<file path="src/rtl/ps2_pkg.sv">
// Shared constants and types for the PS/2 scan-code set 2 key decoder.
//   - byte constants for the prefixes and the special (non-key) bytes
//   - decoder state encoding
//   - 10-bit key event {extended, released, code}
package ps2_pkg;

  localparam logic [7:0] PS2_EXT   = 8'hE0;
  localparam logic [7:0] PS2_BRK   = 8'hF0;
  localparam logic [7:0] PS2_PAUSE = 8'hE1;

  localparam logic [7:0] PS2_OVR0  = 8'h00;
  localparam logic [7:0] PS2_OVR1  = 8'hFF;
  localparam logic [7:0] PS2_BAT   = 8'hAA;
  localparam logic [7:0] PS2_ECHO  = 8'hEE;
  localparam logic [7:0] PS2_ACK   = 8'hFA;
  localparam logic [7:0] PS2_RSND  = 8'hFE;
  localparam logic [7:0] PS2_BATF  = 8'hFC;

  localparam logic [7:0] PS2_LSHIFT = 8'h12;
  localparam logic [7:0] PS2_RSHIFT = 8'h59;
  localparam logic [7:0] PS2_CTRL   = 8'h14;
  localparam logic [7:0] PS2_ALT    = 8'h11;

  localparam logic [7:0] PS2_PAUSE_CODE = 8'h77;
  localparam logic [2:0] PS2_PAUSE_LEN  = 3'd7;

  typedef enum logic [2:0] {
    ST_IDLE,
    ST_EXT,
    ST_BRK,
    ST_EXT_BRK,
    ST_PAUSE
  } dec_state_t;

  typedef struct packed {
    logic       extended;
    logic       released;
    logic [7:0] code;
  } key_event_t;

  function automatic logic is_special(input logic [7:0] b);
    return (b == PS2_OVR0) || (b == PS2_OVR1) || (b == PS2_BAT) ||
           (b == PS2_ECHO) || (b == PS2_ACK)  || (b == PS2_RSND) ||
           (b == PS2_BATF);
  endfunction

endpackage

</file>
<file path="src/rtl/ps2_event_fifo.sv">
// Show-ahead key event FIFO.
//   clk, rst      : clock, asynchronous active-high reset
//   push, din     : write request and event
//   pop           : read request (ignored when empty)
//   head          : event at the head, valid while !empty
//   empty, full   : registered status flags
//   drop          : push refused because full with no simultaneous pop
module ps2_event_fifo
  import ps2_pkg::*;
#(
  parameter int unsigned DEPTH = 8
) (
  input  logic       clk,
  input  logic       rst,
  input  logic       push,
  input  key_event_t din,
  input  logic       pop,
  output key_event_t head,
  output logic       empty,
  output logic       full,
  output logic       drop
);

  localparam int unsigned AW = (DEPTH > 1) ? $clog2(DEPTH) : 1;
  localparam logic [AW:0] FULL_CNT = (AW + 1)'(DEPTH);

  key_event_t    mem [DEPTH];
  logic [AW-1:0] wr_ptr;
  logic [AW-1:0] rd_ptr;
  logic [AW:0]   count;
  logic [AW:0]   count_next;
  logic          do_push;
  logic          do_pop;

  // A pop frees the slot on the same edge, so push-while-full is accepted
  // when accompanied by a pop.
  assign do_pop  = pop && !empty;
  assign do_push = push && (!full || do_pop);
  assign drop    = push && full && !do_pop;
  assign head    = mem[rd_ptr];

  always_comb begin
    count_next = count;
    if (do_push && !do_pop) count_next = count + 1'b1;
    else if (do_pop && !do_push) count_next = count - 1'b1;
  end

  always_ff @(posedge clk or posedge rst) begin
    if (rst) begin
      wr_ptr <= '0;
      rd_ptr <= '0;
      count  <= '0;
      empty  <= 1'b1;
      full   <= 1'b0;
    end else begin
      if (do_push) wr_ptr <= wr_ptr + 1'b1;
      if (do_pop)  rd_ptr <= rd_ptr + 1'b1;
      count <= count_next;
      empty <= (count_next == '0);
      full  <= (count_next == FULL_CNT);
    end
  end

  always_ff @(posedge clk) begin
    if (do_push) mem[wr_ptr] <= din;
  end

endmodule

</file>
<file path="src/rtl/ps2_key_decoder.sv">
// PS/2 scan-code set 2 decoder.
//   clk, rst            : clock, asynchronous active-high reset
//   data_req            : byte request to the receiver (held high after reset)
//   data, data_err,
//   data_ack            : byte from the receiver, accepted when data_ack&&data_req
//   key_valid/ready     : show-ahead event FIFO handshake
//   key_code/extended/
//   key_released        : head event
//   mod_shift/ctrl/alt  : live modifier state
//   overflow, overflow_clr : sticky dropped-event flag and its clear
//   err_count           : saturating count of parity-error bytes
module ps2_key_decoder
  import ps2_pkg::*;
#(
  parameter int unsigned FIFO_DEPTH = 8,
  parameter int unsigned ERR_CNT_W  = 8
) (
  input  logic                 clk,
  input  logic                 rst,
  output logic                 data_req,
  input  logic [7:0]           data,
  input  logic                 data_err,
  input  logic                 data_ack,
  output logic                 key_valid,
  input  logic                 key_ready,
  output logic [7:0]           key_code,
  output logic                 key_extended,
  output logic                 key_released,
  output logic                 mod_shift,
  output logic                 mod_ctrl,
  output logic                 mod_alt,
  output logic                 overflow,
  input  logic                 overflow_clr,
  output logic [ERR_CNT_W-1:0] err_count
);

  dec_state_t state;
  logic [2:0] skip_cnt;
  logic       accept;
  logic       ev_push;
  key_event_t ev;
  key_event_t head;
  logic       fifo_empty;
  logic       fifo_full;
  logic       fifo_drop;
  logic       lshift, rshift, lctrl, rctrl, lalt, ralt;
  logic       in_ext, in_brk;

  assign accept = data_ack && data_req;
  assign in_ext = (state == ST_EXT) || (state == ST_EXT_BRK);
  assign in_brk = (state == ST_BRK) || (state == ST_EXT_BRK);

  // Event generation is combinational so the FIFO write lands on the
  // same edge that accepts the completing byte.
  always_comb begin
    ev_push = 1'b0;
    ev      = '0;
    if (accept && !data_err) begin
      if (state == ST_PAUSE) begin
        if (skip_cnt == 3'd1) begin
          ev_push = 1'b1;
          ev      = '{extended: 1'b1, released: 1'b0, code: PS2_PAUSE_CODE};
        end
      end else if (!is_special(data) && data != PS2_EXT &&
                   data != PS2_BRK && data != PS2_PAUSE) begin
        ev_push = 1'b1;
        ev      = '{extended: in_ext, released: in_brk, code: data};
      end
    end
  end

  always_ff @(posedge clk or posedge rst) begin
    if (rst) begin
      data_req  <= 1'b0;
      state     <= ST_IDLE;
      skip_cnt  <= '0;
      err_count <= '0;
      overflow  <= 1'b0;
      lshift    <= 1'b0;
      rshift    <= 1'b0;
      lctrl     <= 1'b0;
      rctrl     <= 1'b0;
      lalt      <= 1'b0;
      ralt      <= 1'b0;
    end else begin
      data_req <= 1'b1;

      if (accept) begin
        if (data_err) begin
          state    <= ST_IDLE;
          skip_cnt <= '0;
          if (err_count != '1) err_count <= err_count + 1'b1;
        end else if (state == ST_PAUSE) begin
          skip_cnt <= skip_cnt - 1'b1;
          if (skip_cnt == 3'd1) state <= ST_IDLE;
        end else if (is_special(data)) begin
          state <= ST_IDLE;
        end else if (data == PS2_EXT) begin
          state <= ST_EXT;
        end else if (data == PS2_BRK) begin
          if (state == ST_IDLE)     state <= ST_BRK;
          else if (state == ST_EXT) state <= ST_EXT_BRK;
        end else if (data == PS2_PAUSE) begin
          state    <= ST_PAUSE;
          skip_cnt <= PS2_PAUSE_LEN;
        end else begin
          state <= ST_IDLE;
        end
      end

      // E0 12 / E0 59 are fake shifts and deliberately leave shift alone.
      if (ev_push) begin
        if (!ev.extended && ev.code == PS2_LSHIFT) lshift <= !ev.released;
        if (!ev.extended && ev.code == PS2_RSHIFT) rshift <= !ev.released;
        if (ev.code == PS2_CTRL) begin
          if (ev.extended) rctrl <= !ev.released;
          else             lctrl <= !ev.released;
        end
        if (ev.code == PS2_ALT) begin
          if (ev.extended) ralt <= !ev.released;
          else             lalt <= !ev.released;
        end
      end

      if (fifo_drop)         overflow <= 1'b1;
      else if (overflow_clr) overflow <= 1'b0;
    end
  end

  ps2_event_fifo #(
    .DEPTH(FIFO_DEPTH)
  ) u_fifo (
    .clk  (clk),
    .rst  (rst),
    .push (ev_push),
    .din  (ev),
    .pop  (key_ready),
    .head (head),
    .empty(fifo_empty),
    .full (fifo_full),
    .drop (fifo_drop)
  );

  assign key_valid    = !fifo_empty;
  assign key_code     = fifo_empty ? '0 : head.code;
  assign key_extended = !fifo_empty && head.extended;
  assign key_released = !fifo_empty && head.released;
  assign mod_shift    = lshift || rshift;
  assign mod_ctrl     = lctrl || rctrl;
  assign mod_alt      = lalt || ralt;

endmodule
</file>
<file path="config.mk">
export PLATFORM = sky130hd
export DESIGN_NAME = ps2_key_decoder
export DESIGN_NICKNAME = d
export VERILOG_FILES = /design/src/rtl/ps2_pkg.sv /design/src/rtl/ps2_event_fifo.sv /design/src/rtl/ps2_key_decoder.sv
export SDC_FILE = /design/constraint.sdc
export NUM_CORES = 1
export LEC_CHECK = 0
export BUFFER_PORTS_ARGS = -buffer_cell sky130_fd_sc_hd__clkbuf_2
export CORE_MARGIN = 2
export CORE_UTILIZATION = 60
export DETAILED_ROUTE_END_ITERATION = 10
export HOLD_SLACK_MARGIN = 0.1
export PLACE_DENSITY = 0.78
export SETUP_SLACK_MARGIN = 0.1
export SKIP_CTS_REPAIR_TIMING = 1
export SYNTH_ARGS = -nofsm -noshare
export SYNTH_HDL_FRONTEND = slang
export SYNTH_HIERARCHICAL = 1
export SYNTH_SLANG_ARGS = --single-unit
</file>
<file path="constraint.sdc">
create_clock -name clk -period 3.8 [get_ports clk]
set_input_delay 0 -clock clk [delete_from_list [all_inputs] [get_ports clk]]
set_output_delay 0 -clock clk [all_outputs]
set_load 0.05 [all_outputs]
</file>
# After elaboration in Yosys (flattened, before gate mapping)
# Memories as Yosys holds them, arrays and structs flattened.
# Cells that the tools add are included.
# word_totals
ff_bits	34
ram_bits	80
input_bits	14
output_inout_bits	24
wordCells	131
n_memories	1
# op_classes
addsub	6
n_eq_ne	28
muxes	30
bitwise_logic	1
n_reduce_logical	49
# memory_table
name	depth	width	rd	rd_clocked_by_memory_dff	write_ports	line_no	text
u_fifo.mem	8	10	1	0	1	ps2_event_fifo.sv:27	key_event_t mem [DEPTH];
# ops
op	n
equality test 8 bit, second input constant	9
2-to-1 mux 3 bit	15
2-to-1 mux 10 bit	4
!= test 8 bit, second input constant	4
equality test 8 x 5 -> 1 bit, second input constant	3
AND reduction 3 bit	6
logical AND 1 bit	15
logical OR 1 bit	12
!= test 3 bit, second input constant	3
adder 8 x 1 -> 8 bit, second input constant	1
equality test 8 x 7 -> 1 bit, second input constant	1
zero test 1 bit	8
zero test 8 bit	1
2-to-1 mux 1 bit	8
2-to-1 mux 4 bit	2
2-to-1 mux 8 bit	1
!= test 7 x 6 -> 1 bit, second input constant	1
adder 3 x 1 -> 3 bit, second input constant	2
equality test 3 x 1 -> 1 bit, second input constant	2
equality test 3 x 2 -> 1 bit, second input constant	2
AND reduction 5 bit	1
adder 4 x 1 -> 4 bit, second input constant	1
equality test 4 bit, second input constant	1
zero test 4 bit	1
other kinds (9)	10

# Longest topological paths before layout
# Gate-level depths: netlist of run 1.
# logic_depth
ltp_word	20
depth_mapped	11

# Hierarchy
# The synthesis of run 1 kept the hierarchy.
# by_module_without_submodules
mod	n_inst	cells_each	area_per_inst_um2	seq_area_each_um2
ps2_event_fifo	1	191	3736.1	2703.8
ps2_key_decoder	1	170	1545.2	550.5

# Worst setup path after synthesis of run 1
# No wires, ideal clock.
# synth_path
path_kind	flip-flop to flip-flop
from	register data_req
to	memory u_fifo/mem[0][0] in the netlist's numbering, enable pin
arrival_ps	2844
required_time_ps	3410
setup_slack_ps	566
stages_incl_launch_ff	8
path_buffers	1
path_cell_list	dfrtp_1 and3b_2 and2_1 clkbuf_1 a21boi_0 a21boi_2 nand2b_1 nor3_1
# synth_via
elab_chain_cells	6
# synth_rtl
element	line_no	text
start, declared	ps2_key_decoder.sv:20	output logic data_req,
start signal, assigned	ps2_key_decoder.sv:74	data_req <= 1'b0;
start signal, assigned	ps2_key_decoder.sv:86	data_req <= 1'b1;
logical AND 1 bit	ps2_key_decoder.sv:49	assign accept = data_ack && data_req;
logical AND 1 bit	ps2_key_decoder.sv:58	if (accept && !data_err) begin
2-to-1 mux 1 bit	ps2_key_decoder.sv:58	
via ev_push	ps2_key_decoder.sv:40	logic ev_push;
logical AND 1 bit	ps2_event_fifo.sv:38	assign do_push = push && (!full || do_pop);
2-to-1 mux 1 bit	ps2_event_fifo.sv:65	if (do_push) mem[wr_ptr] <= din;
2-to-1 mux 1 bit (not written as such)	ps2_event_fifo.sv:65	
end, declared	ps2_event_fifo.sv:27	
# The timed path passes the listed nets, and every way through them passes these cells.

# Worst setup path after layout of run 1
# layout_path
from	register skip_cnt[1]
to	memory u_fifo/mem[7][5] in the netlist's numbering, enable pin
# layout_via
elab_chain_cells	7
# layout_rtl
element	line_no	text
start, declared	ps2_key_decoder.sv:38	logic [2:0] skip_cnt;
start signal, assigned	ps2_key_decoder.sv:94	skip_cnt <= skip_cnt - 1'b1;
equality test 3 x 1 -> 1 bit	ps2_key_decoder.sv:60	if (skip_cnt == 3'd1) begin
2-to-1 mux 1 bit	ps2_key_decoder.sv:60	
2-to-1 mux 1 bit	ps2_key_decoder.sv:59	if (state == ST_PAUSE) begin
2-to-1 mux 1 bit	ps2_key_decoder.sv:58	
via ev_push	ps2_key_decoder.sv:40	
logical AND 1 bit	ps2_event_fifo.sv:38	
2-to-1 mux 1 bit	ps2_event_fifo.sv:65	
2-to-1 mux 1 bit (not written as such)	ps2_event_fifo.sv:65	
# The timed path passes the listed nets, and every way through them passes these cells.

==> out/summary.txt, run 1 <==
WP data required = 3.94 ns
hpwl dp = 6740 µm
MaxCap Viol Count = 0
Syn Nets = 382
post-synthesis sequential area ratio = 0.616
Peak VDD IR = 0.766 mV
Main synth FF type = edfxtp_1
clk sinks = 114
worst-path fanout max = 10
non-filler cells, final = 545
initial antenna violation count = 0
Post-synth top cells = edfxtp_1 (80), dfrtp_1 (33), mux4_2 (20)
minimum clock period = 3.28 ns
Nets = 445
Crit path arrival time = 3.42 ns
# rows = 34
setup violators final = 0
layout cells sized above 1 = 0.318
switching share of power = 0.348
most common cell in the netlist = edfxtp_1
Layout area overhead = 20.1%
chip width = 97.8 µm
largest net degree at the start of global routing = 23
vias = 3267
wire length per cell = 19.5 µm
DR iter-0 viols = 208
FILL cells = 567
Syn Inst Count = 361
Slew @ Worst Pin = 1.02 ns
Residual DRC = 0
cell count after placement = 496
Pre-antenna DRT Iters = 5
Pleak = 0.00243 µW
worst hold path type = input port to async pin
NetSw = 1660 µW
Post-Synthesis Mean Instance Area = 14.6 µm²
leading area contributor after synthesis = edfxtp_1
grt ovf = 0
Clk pwr share = 0.345
Detail Route Antenna Nets = 0
run status = finished, final reports clean
top cell type's share of synthesized area = 0.455
Int Pwr = 3110 µW
Final Max Slew Viols = 0
IO Port Bufs = 37
worst skew pair latency = 0.52 ns
#FFs+latches synth = 114
core area = 8640 µm²
vias in the first global route = 3272
H-tree Lvls = 4
CTS buffer count = 17
Post-Route WL = 10600 µm
global-route wire length before repair = 17000 µm
fraction of registers with async set/reset = 0.298
via/cell ratio = 5.99
clk buf depth = 2
Cell Area, Synth = 5280 µm²
crit end category = flop
Sequential Power Share = 0.349
max_slew headroom = 0.322
Setup Skew = 0.00847 ns
RSZ-0062 raised after global routing = no
power density cells = 752 nW/µm²
overall routing resource usage = 0.236
startpoint types = flop
Comb pwr share = 0.306
CTS root buf = clkbuf_8
post-synthesis cell type count = 63
Ant. Diodes = 0
final cycle utilization of the critical path = 0.863
die height = 97.8 µm
Max Fclk = 0.305 GHz
EDFF count, synth = 80
Die Area = 9570 µm²
Final Wtd Congestion = 0.902
top cells by area, synth = edfxtp_1 (45%), dfrtp_1 (16%), mux4_2 (8.5%), mux2_2 (3.4%), xnor2_1 (1.8%)
Starting Density = 0.612
Crit Path Category = flop to flop
clock-pin slew on the worst setup and hold paths = 0.06 ns
YS warnings = 6
CTS tree = done
Final Hold Vio Count = 0
setup TNS = 0 ns
boundary pin count = 38
-- layout by cell type, fill, tap and decap left out, types with 4 or more instances in the layout --
cell / instances
edfxtp_1: 80
nor3_1: 6
or2_2: 5
nand2b_1: 4
mux4_2: 20
buf_4: 7
dfrtp_1: 33
a31o_2: 7
nand4_1: 4
clkbuf_2: 37
nand3_1: 8
bufinv_16: 4
mux2_2: 16
nor4_1: 6
and3_1: 5
a21oi_1: 5
o21ai_0: 9
o22a_1: 4
nor2b_1: 12
nor2_1: 14
xnor2_1: 11
inv_1: 14
nand2_1: 19
and2_1: 4
dlygate4sd3_1: 17
clkbuf_16: 16
clkinv_4: 4
ha_1: 7
-- flip-flops by register name, indices dropped and copies added (netlist names), 3 cells and up --
name,count
u_fifo/rd_ptr,3
u_fifo/wr_ptr,3
u_fifo/mem,80
state,3
err_count,8
skip_cnt,3
u_fifo/count,4
-- worst max-delay path, cell delays in order, from the launching register on --
cell      delay, ns
dfrtp_1        0.38
inv_1          0.08
ha_1           0.15
inv_1          0.04
o21ai_1        0.17
and2_1         0.28
a21boi_0       0.58
a21boi_2       0.37
nand2_1        0.15
nor2_1         0.69
-- through the flow --
stage | hold slack, ns | instance area (µm²) | util | power, µW | setup slack (ns)
finish | 0.198 | 6340 | 0.734 | 4770 | 0.522
detailed placement | 0.0375 | 5550 | 0.643 | 3140 | 0.545
floorplan | -0.136 | 5280 | - | 2820 | 0.566
global placement | 0.0317 | 5550 | 0.643 | 3110 | 0.682
global route | 0.279 | 6340 | 0.734 | 4970 | 0.137
CTS | -0.517 | 6170 | 0.715 | 4800 | 0.510
-- cell type report --
class	instances	area (µm²)	share of cell area
clock inverter	14	201	0.0318
timing repair buffer	61	408	0.0643
multi-input combinational	216	1870	0.295
tap	108	135	0.0213
sequential	114	3250	0.513
clock buffer	18	418	0.0659
inverter	14	52.6	0.00829
-- power groups by stage --
stage	registers (µW)	clock network [µW]	logic, µW
floorplan	1670	0	1150
global placement	1680	0	1430
detailed placement	1680	0	1460
CTS	1660	1660	1470
global route	1690	1720	1570
finish	1670	1640	1460
-- worst paths after layout --
check | from | end | cells after the start | slack [ns]
worst max-delay path | skip_cnt[1] | u_fifo/mem[7][5] | 9 | 0.52
min in group clk | overflow_clr | overflow | 4 | 0.30
worst min-delay path | rst | overflow | 3 | 0.20
worst max register to register | skip_cnt[1] | u_fifo/mem[7][5] | 9 | 0.52
worst min register to register | overflow | overflow | 1 | 0.49
max in group asynchronous | rst | u_fifo/empty | 4 | 2.84
-- logic make-up (layout without fill, tap and decap cells) --
kind of cell,count (synthesis),after routing,synth area share
XOR/XNOR,13,13,0.0216
other,1,1,0.000710
AO/OA/AOI/OAI,52,52,0.0734
flip-flops,114,114,0.616
AND/OR/NAND/NOR,107,107,0.123
adder cells (fa/ha/maj),7,7,0.0166
multiplexers,36,36,0.119
buffers and inverters,31,107,0.0294
-- per-layer routing --
metal / GRT usage / share of wire
met1: 0.294 / 0.41
met4: 0.101 / 0.020
met2: 0.387 / 0.52
met5: 0 / 0
met3: 0.0716 / 0.056
Note: power is estimated with default switching activity, not from simulation.
==> run 2: changes to the inputs <==
Settings changed: SYNTH_HIERARCHICAL 1 to default.
==> run 2 against run 1 <==
  * First-iteration DRC count is 6.3% lower
  * Register-to-register slack better by 0.29 ns
  * Worst hold slack worse by 0.11 ns
  * Core utilization is 0.67 points higher
  * Clock skew rose by 0.0013 ns
  * Highest routed layer unchanged
  * Sequential share of layout area is 1.6 points higher
  * Total power fell by 5.5%
==> out/summary.txt, run 2 <==
top cell type's share of synthesized area = 0.465 (+0.0104)
Detail Route Antenna Nets = 0 (unchanged)
chip width = 96.8 µm (-1.1%)
IO Port Bufs = 37 (unchanged)
most frequent cells in the layout = edfxtp_1 (80), clkbuf_2 (37), dfrtp_1 (33)
clk sinks = 114 (unchanged)
Synth Area in Simple Gates = 0.112 (-0.0103)
largest net degree at the start of global routing = 35 (+52%)
global-route wire length before repair = 16600 µm (-2.0%)
Final Max Slew Viols = 0 (unchanged)
overall routing resource usage = 0.232 (-0.00459)
slowest cell delay on critical path = 0.66 ns (-0.03 ns)
vias in the first global route = 3262 (-0.31%)
setup TNS = 0 ns (unchanged)
commonest non-fill, non-tap cell in the layout = edfxtp_1
worst skew pair latency = 0.52 ns (about the same)
Main synth FF type = edfxtp_1
non-filler cells, final = 540 (-0.92%)
r2r setup slk = 0.81 ns (+0.29 ns)
final cycle utilization of the critical path = 0.786 (-0.0764)
leading area contributor after synthesis = edfxtp_1
CP cell instances = or3b_2, nor2_1, nand2_1, o21a_1, a21oi_1, nand2_1, nor2_1, buf_4
#FFs+latches synth = 114 (unchanged)
initial antenna violation count = 0 (unchanged)
H-tree Lvls = 4 (unchanged)
Nets = 443 (-0.45%)
R2R Path End = u_fifo.mem[7][6]
boundary pin count = 38 (unchanged)
run status = finished, final reports clean
Slew @ Worst Pin = 0.964 ns (-0.0525 ns)
via/cell ratio = 6.00 (about the same)
Die Area = 9360 µm² (-2.1%)
biggest regs = u_fifo.mem x80, err_count x8, u_fifo.count x4
most common cell in the netlist = edfxtp_1
Crit Path Category = flop to flop
post-synthesis cell type count = 60 (-4.8%)
Crit-path slowest cell = or3b_2
Peak VDD IR = 0.418 mV (-45%)
fraction of registers with async set/reset = 0.298 (unchanged)
Max Fclk = 0.335 GHz (+9.7%)
worst reg2reg path depth = 8 (-1)
Pre-antenna DRT Iters = 4 (-1)
Worst setup endpoint = u_fifo.mem[7][6]
WP data required = 4.02 ns (+0.08 ns)
Final Hold Vio Count = 0 (unchanged)
setup violators final = 0 (unchanged)
dpl cell area = 5520 µm² (-0.52%)
wire length per cell = 19.1 µm (-2.0%)
RSZ-0062 raised after global routing = no
# rows = 33 (-2.9%)
Synth Area in XOR/XNOR = 0.0267 (+0.00509)
worst hold path type = input port to flop
Layout area overhead = 19.1%
Post-Layout Inst Area = 6150 µm² (-3.0%)
minimum clock period = 2.99 ns (-0.290 ns)
power density cells = 733 nW/µm² (-2.5%)
CTS buffer count = 17 (unchanged)
worst-path fanout max = 16 (+6)
area fraction in compound gates after synthesis = 0.0615 (-0.0119)
startpoint types = flop
Syn Nets = 377 (-1.3%)
mux contribution to synthesized area = 0.126 (+0.00635)
DR iter-0 viols = 195 (-6.3%)
core area = 8300 µm² (-3.9%)
post-synthesis sequential area ratio = 0.630 (+0.0140)
Biggest register = u_fifo.mem
Syn Inst Count = 356 (-1.4%)
die height = 96.8 µm (-1.1%)
crit end category = flop
hpwl dp = 6660 µm (-1.2%)
max_slew headroom = 0.357 (+0.0350)
Crit path arrival time = 3.20 ns (-0.22 ns)
hold path cells = 4
Starting Density = 0.622 (+0.0106)
Post-synth top cells = edfxtp_1 (80), dfrtp_1 (33), nand2_1 (28)
EDFF count, synth = 80 (unchanged)
R2R Path Start = state[1]
YS warnings = 0 (-6)
Post-Route WL = 10300 µm (-2.9%)
cell count after placement = 498 (+0.40%)
Pleak = 0.00241 µW (-0.73%)
clock-pin slew on the worst setup and hold paths = 0.05 ns (about the same)
grt ovf = 0 (unchanged)
Adder-Cell Fraction of Synth Area = 0.0191 (+0.00256)
CTS tree = done
max reg flops = 80 (unchanged)
Setup Skew = 0.00973 ns (+0.00126 ns)
Post-Synthesis Mean Instance Area = 14.5 µm² (-0.85%)
CTS root buf = clkbuf_8
Residual DRC = 0 (unchanged)
top cells by area, synth = edfxtp_1 (47%), dfrtp_1 (16%), mux4_2 (8.7%), mux2i_1 (2.3%), nand2_1 (2.0%)
largest family of logic cells by synthesized area = multiplexers
vias = 3239 (-0.86%)
layout cells sized above 1 = 0.283 (-0.0353)
Ant. Diodes = 0 (unchanged)
crit path launch = state[1]
MaxCap Viol Count = 0 (unchanged)
Final Wtd Congestion = 0.812 (-9.9%)
Core Util, Final = 0.741 (+0.00671)
clk buf depth = 2 (unchanged)
Cell Area, Synth = 5160 µm² (-2.2%)
run 2: cell types whose count changed after synthesis, sizes merged, moves of 7 or more:
cell | previous run | this run
mux2i | 0 | 13
nor2 | 14 | 26
mux2 | 16 | 5
nor2b | 12 | 2
a21oi | 5 | 14
nand2 | 19 | 28
a31o | 7 | 0
run 2: worst min path at each step:
stage / slack (ns) / start / to
5_1_grt: 0.10 / data[7] / u_fifo.mem[5][7]
2_1_floorplan: 0.1 / overflow_clr / overflow
3_3_place_gp: 0.09 / rst / u_fifo.full
3_5_place_dp: 0.09 / rst / err_count[4]
4_1_cts: -0.45 / rst / u_fifo.full
6_report: 0.08 / data[7] / u_fifo.mem[7][7]
run 2: worst max-delay path: cells and delay by family (launching register included):
family / cells / cell delay [ns]
AO/OA/AOI/OAI: 2 / 0.59
flip-flops: 1 / 0.40
buffers and inverters: 1 / 0.24
AND/OR/NAND/NOR: 5 / 1.45
run 2: kinds of logic after synthesis:
logic type | count (synthesis)
DFF | 114
and+or+nand+nor | 107
AOI/OAI and AO/OA | 46
muxes | 38
buffers and inverters | 28
xor gates and xnor gates | 14
adders and majority gates | 8
other | 1
run 2: per-stage QoR:
| stage | hold WS (ns) | worst slack [ns] | power (µW) |
|---|---|---|---|
| floorplan | 0.0990 | 0.678 | 2800 |
| global placement | 0.0883 | 0.962 | 3110 |
| detailed placement | 0.0911 | 0.894 | 3130 |
| CTS | -0.454 | 0.820 | 4530 |
| global route | 0.102 | 0.646 | 4720 |
| finish | 0.0842 | 0.812 | 4510 |
run 2: area by class of cell:
class	count	area (µm²)
flip-flops and latches	114	3250
fillers	507	2150
multi-input cells	214	1790
clock buffers	25	464
repair buffers	61	390
well taps	105	131
clock inverters	7	62.6
inverters	14	52.6
run 2: metal layers:
| metal | vias to the layer above | share of wire | track usage |
|---|---|---|---|
| met5 | - | 0 | 0 |
| met4 | 0 | 0.015 | 0.0780 |
| met3 | 16 | 0.037 | 0.0643 |
| met2 | 90 | 0.53 | 0.388 |
| met1 | 1644 | 0.42 | 0.294 |
| li1 | 1489 | - | - |
run 2: where the power goes:
group	switching, µW	internal [µW]	total [µW]	leakage (µW)
Sequential	223	1460	1680	0.00118
Clock	503	893	1400	0.000260
Combinational	904	522	1430	0.000971
==> run 3: changes to the inputs <==
Settings changed: ABC_AREA from default to 1.
Clock period 3.8 ns to 3 ns, I/O delays scaled along.
==> run 3 against run 2 <==
  * Area after synthesis is 3.1% higher
  * Largest power group is now combinational cells
  * Sequential cell count stayed put
  * Clock power is 36% higher
  * Critical endpoint is now key_code[0]
  * Sequential share of layout area is 1.8 points lower
==> out/summary.txt, run 3 <==
run status = finished, final reports clean
WHS Endpoint = lctrl
Final Wtd Congestion = 0.834 (+2.8%)
met3 usage = 0.0680 (+0.00370)
clk buf depth = 2 (unchanged)
most frequent cells in the layout = nor2_1 (99), nand2_1 (84), edfxtp_1 (80)
leading area contributor after synthesis = edfxtp_1
clock-pin slew on the worst setup and hold paths = 0.06 ns (about the same)
largest net degree at the start of global routing = 42 (+20%)
Core Util, Final = 0.734 (-0.00671)
top cells by area, synth = edfxtp_1 (45%), dfrtp_1 (16%), nor2_1 (7.0%), nand2_1 (5.9%), o21ai_0 (4.4%)
final cycle utilization of the critical path = 0.884
YS warnings = 0 (unchanged)
Syn Nets = 563 (+49%)
post-synthesis sequential area ratio = 0.611 (-0.0192)
Crit Path Category = flop to output port
Layout area overhead = 19.6%
RSZ-0062 raised after global routing = no
Max Fclk = 0.377 GHz
#FFs+latches synth = 114 (unchanged)
Main synth FF type = edfxtp_1
FILL cells = 618 (+22%)
Pleak = 0.00271 µW (+13%)
max reg flops = 80 (unchanged)
die height = 98.2 µm (+1.5%)
Detail Route Antenna Nets = 0 (unchanged)
DR iter-0 viols = 209 (+7.2%)
overall routing resource usage = 0.253 (+0.0214)
chip width = 98.2 µm (+1.5%)
worst skew pair latency = 0.52 ns (about the same)
commonest non-fill, non-tap cell in the layout = nor2_1
grt met2 use = 0.429 (+0.0410)
multi-input logic area = 1810 µm² (+0.63%)
Starting Density = 0.614 (-0.00844)
Setup Skew = 0.00850 ns (-0.00123 ns)
GR Layer Usage met1 = 0.311 (+0.0171)
clk sinks = 114 (unchanged)
R2R Path End = state[0]
setup violators final = 0 (unchanged)
most common cell in the netlist = nor2_1
Slew @ Worst Pin = 0.899 ns (-0.0651 ns)
power density cells = 937 nW/µm² (+28%)
fraction of registers with async set/reset = 0.298 (unchanged)
Pre-antenna DRT Iters = 4 (unchanged)
wire length per cell = 16.2 µm (-15%)
crit end category = output port
CTS buffer count = 17 (unchanged)
WP data required = 3.00 ns (-1.02 ns)
dpl cell area = 5700 µm² (+3.2%)
via/cell ratio = 5.59 (-6.9%)
Cell Area, Synth = 5330 µm² (+3.1%)
boundary pin count = 38 (unchanged)
setup TNS = 0 ns (unchanged)
worst-path fanout max = 30 (+14)
global-route wire length before repair = 18700 µm (+12%)
Post-synth top cells = nor2_1 (99), nand2_1 (84), edfxtp_1 (80)
WP buf/inv = 2 (+1)
worst reg2reg path depth = 12 (+4)
max_slew headroom = 0.400 (+0.0428)
Nets = 629 (+42%)
hold path cells = 6 (+2)
hpwl dp = 7690 µm (+15%)
Biggest register = u_fifo.mem
vias = 4072 (+26%)
IO Port Bufs = 37 (unchanged)
Post-Route WL = 11800 µm (+14%)
Residual DRC = 0 (unchanged)
cell count after placement = 686 (+38%)
Crit path arrival time = 2.65 ns (-0.55 ns)
# rows = 34 (+3.0%)
Post-Synthesis Mean Instance Area = 9.83 µm² (-32%)
vias in the first global route = 3904 (+20%)
slowest cell delay on critical path = 0.66 ns (about the same)
Final Hold Vio Count = 0 (unchanged)
worst hold path type = input port to flop
biggest regs = u_fifo.mem x80, err_count x8, u_fifo.count x4
Hold Slack = 0.0795 ns (-0.00467 ns)
Peak VDD IR = 0.652 mV (+56%)
minimum clock period = 2.65 ns
initial antenna violation count = 0 (unchanged)
r2r setup slk = 0.46 ns (-0.35 ns)
core area = 8680 µm² (+4.6%)
Crit-path slowest cell = inv_1
Ant. Diodes = 0 (unchanged)
R2R Path Start = state[0]
CTS root buf = clkbuf_8
Post-Layout Inst Area = 6370 µm² (+3.6%)
grt ovf = 0 (unchanged)
Syn Inst Count = 542 (+52%)
register area = 3250 µm² (unchanged)
top cell type's share of synthesized area = 0.451 (-0.0142)
GRT Max-Usage Layer = met2
post-synthesis cell type count = 38 (-37%)
MaxCap Viol Count = 0 (unchanged)
CTS tree = done
EDFF count, synth = 80 (unchanged)
CP cell instances = inv_1, o21ai_0, o22ai_1, o21ai_1, a31oi_1, clkbuf_2
startpoint types = flop
Final Max Slew Viols = 0 (unchanged)
layout cells sized above 1 = 0.172 (-0.110)
Crit path max-delay family = buffers and inverters
Die Area = 9650 µm² (+3.0%)
Worst Hold Launch = data[5]
non-filler cells, final = 729 (+35%)
H-tree Lvls = 4 (unchanged)
run 3: cell types whose count changed in the layout (fill, tap and decap cells not counted), sizes merged, moves of 13 or more:
cell,before,now
nor2,26,105
mux2i,13,0
mux4,20,0
nand2,28,87
inv,14,53
o21ai,8,57
nand3,6,26
run 3: tightest hold or removal path: cells and delay by family:
| kind | cells | cell delay [ns] |
|---|---|---|
| buffers and inverters | 1 | 0.12 |
| and+or+nand+nor | 5 | 0.44 |
run 3: layout make-up:
cell class,instances,area share
Clock inverter,11,0.0179
Tap cell,108,0.0212
Inverter,55,0.0324
Timing Repair Buffer,63,0.0640
Sequential cell,114,0.511
Multi-Input combinational cell,357,0.283
Clock buffer,21,0.0705
run 3: logic make-up (layout without fill, tap and decap cells):
family | count (synthesis) | in the layout | share of synthesized area
buffers and inverters | 71 | 150 | 0.0500
adders and majority gates | 7 | 7 | 0.0164
DFF | 114 | 114 | 0.611
and+or+nand+nor | 239 | 239 | 0.196
other | 1 | 1 | 0.000704
xor gates and xnor gates | 14 | 14 | 0.0230
AOI/OAI and AO/OA | 96 | 96 | 0.103
run 3: metal layers:
layer	wire, µm	vias up
met1	4800	1921
met5	0	-
li1	-	1979
met4	265	0
met3	706	31
met2	6010	141
run 3: power by group:
group          internal, µW  total (µW)  switching (µW)
combinational           555        2110            1550
sequential             1840        1960             121
clock                  1210        1900             684
total                  3610        5970            2360
run 3: per-stage QoR:
step / total power (µW) / worst slack (ns)
floorplan: 3560 / 0.409
global placement: 4010 / 0.904
detailed placement: 4060 / 0.814
CTS: 5970 / 0.401
global route: 6250 / 0.172
finish: 5970 / 0.347
run 3: how the worst max path moves through the flow:
stage,end,cells past startpoint,from
after detailed placement,u_fifo.mem[0][2],12,skip_cnt[1]
final,key_code[0],6,u_fifo.rd_ptr[0]
after CTS,key_code[0],6,u_fifo.rd_ptr[0]
after global placement,u_fifo.mem[0][5],12,skip_cnt[1]
after global routing,state[0],12,state[0]
after floorplan,u_fifo.mem[4][0],9,data_req
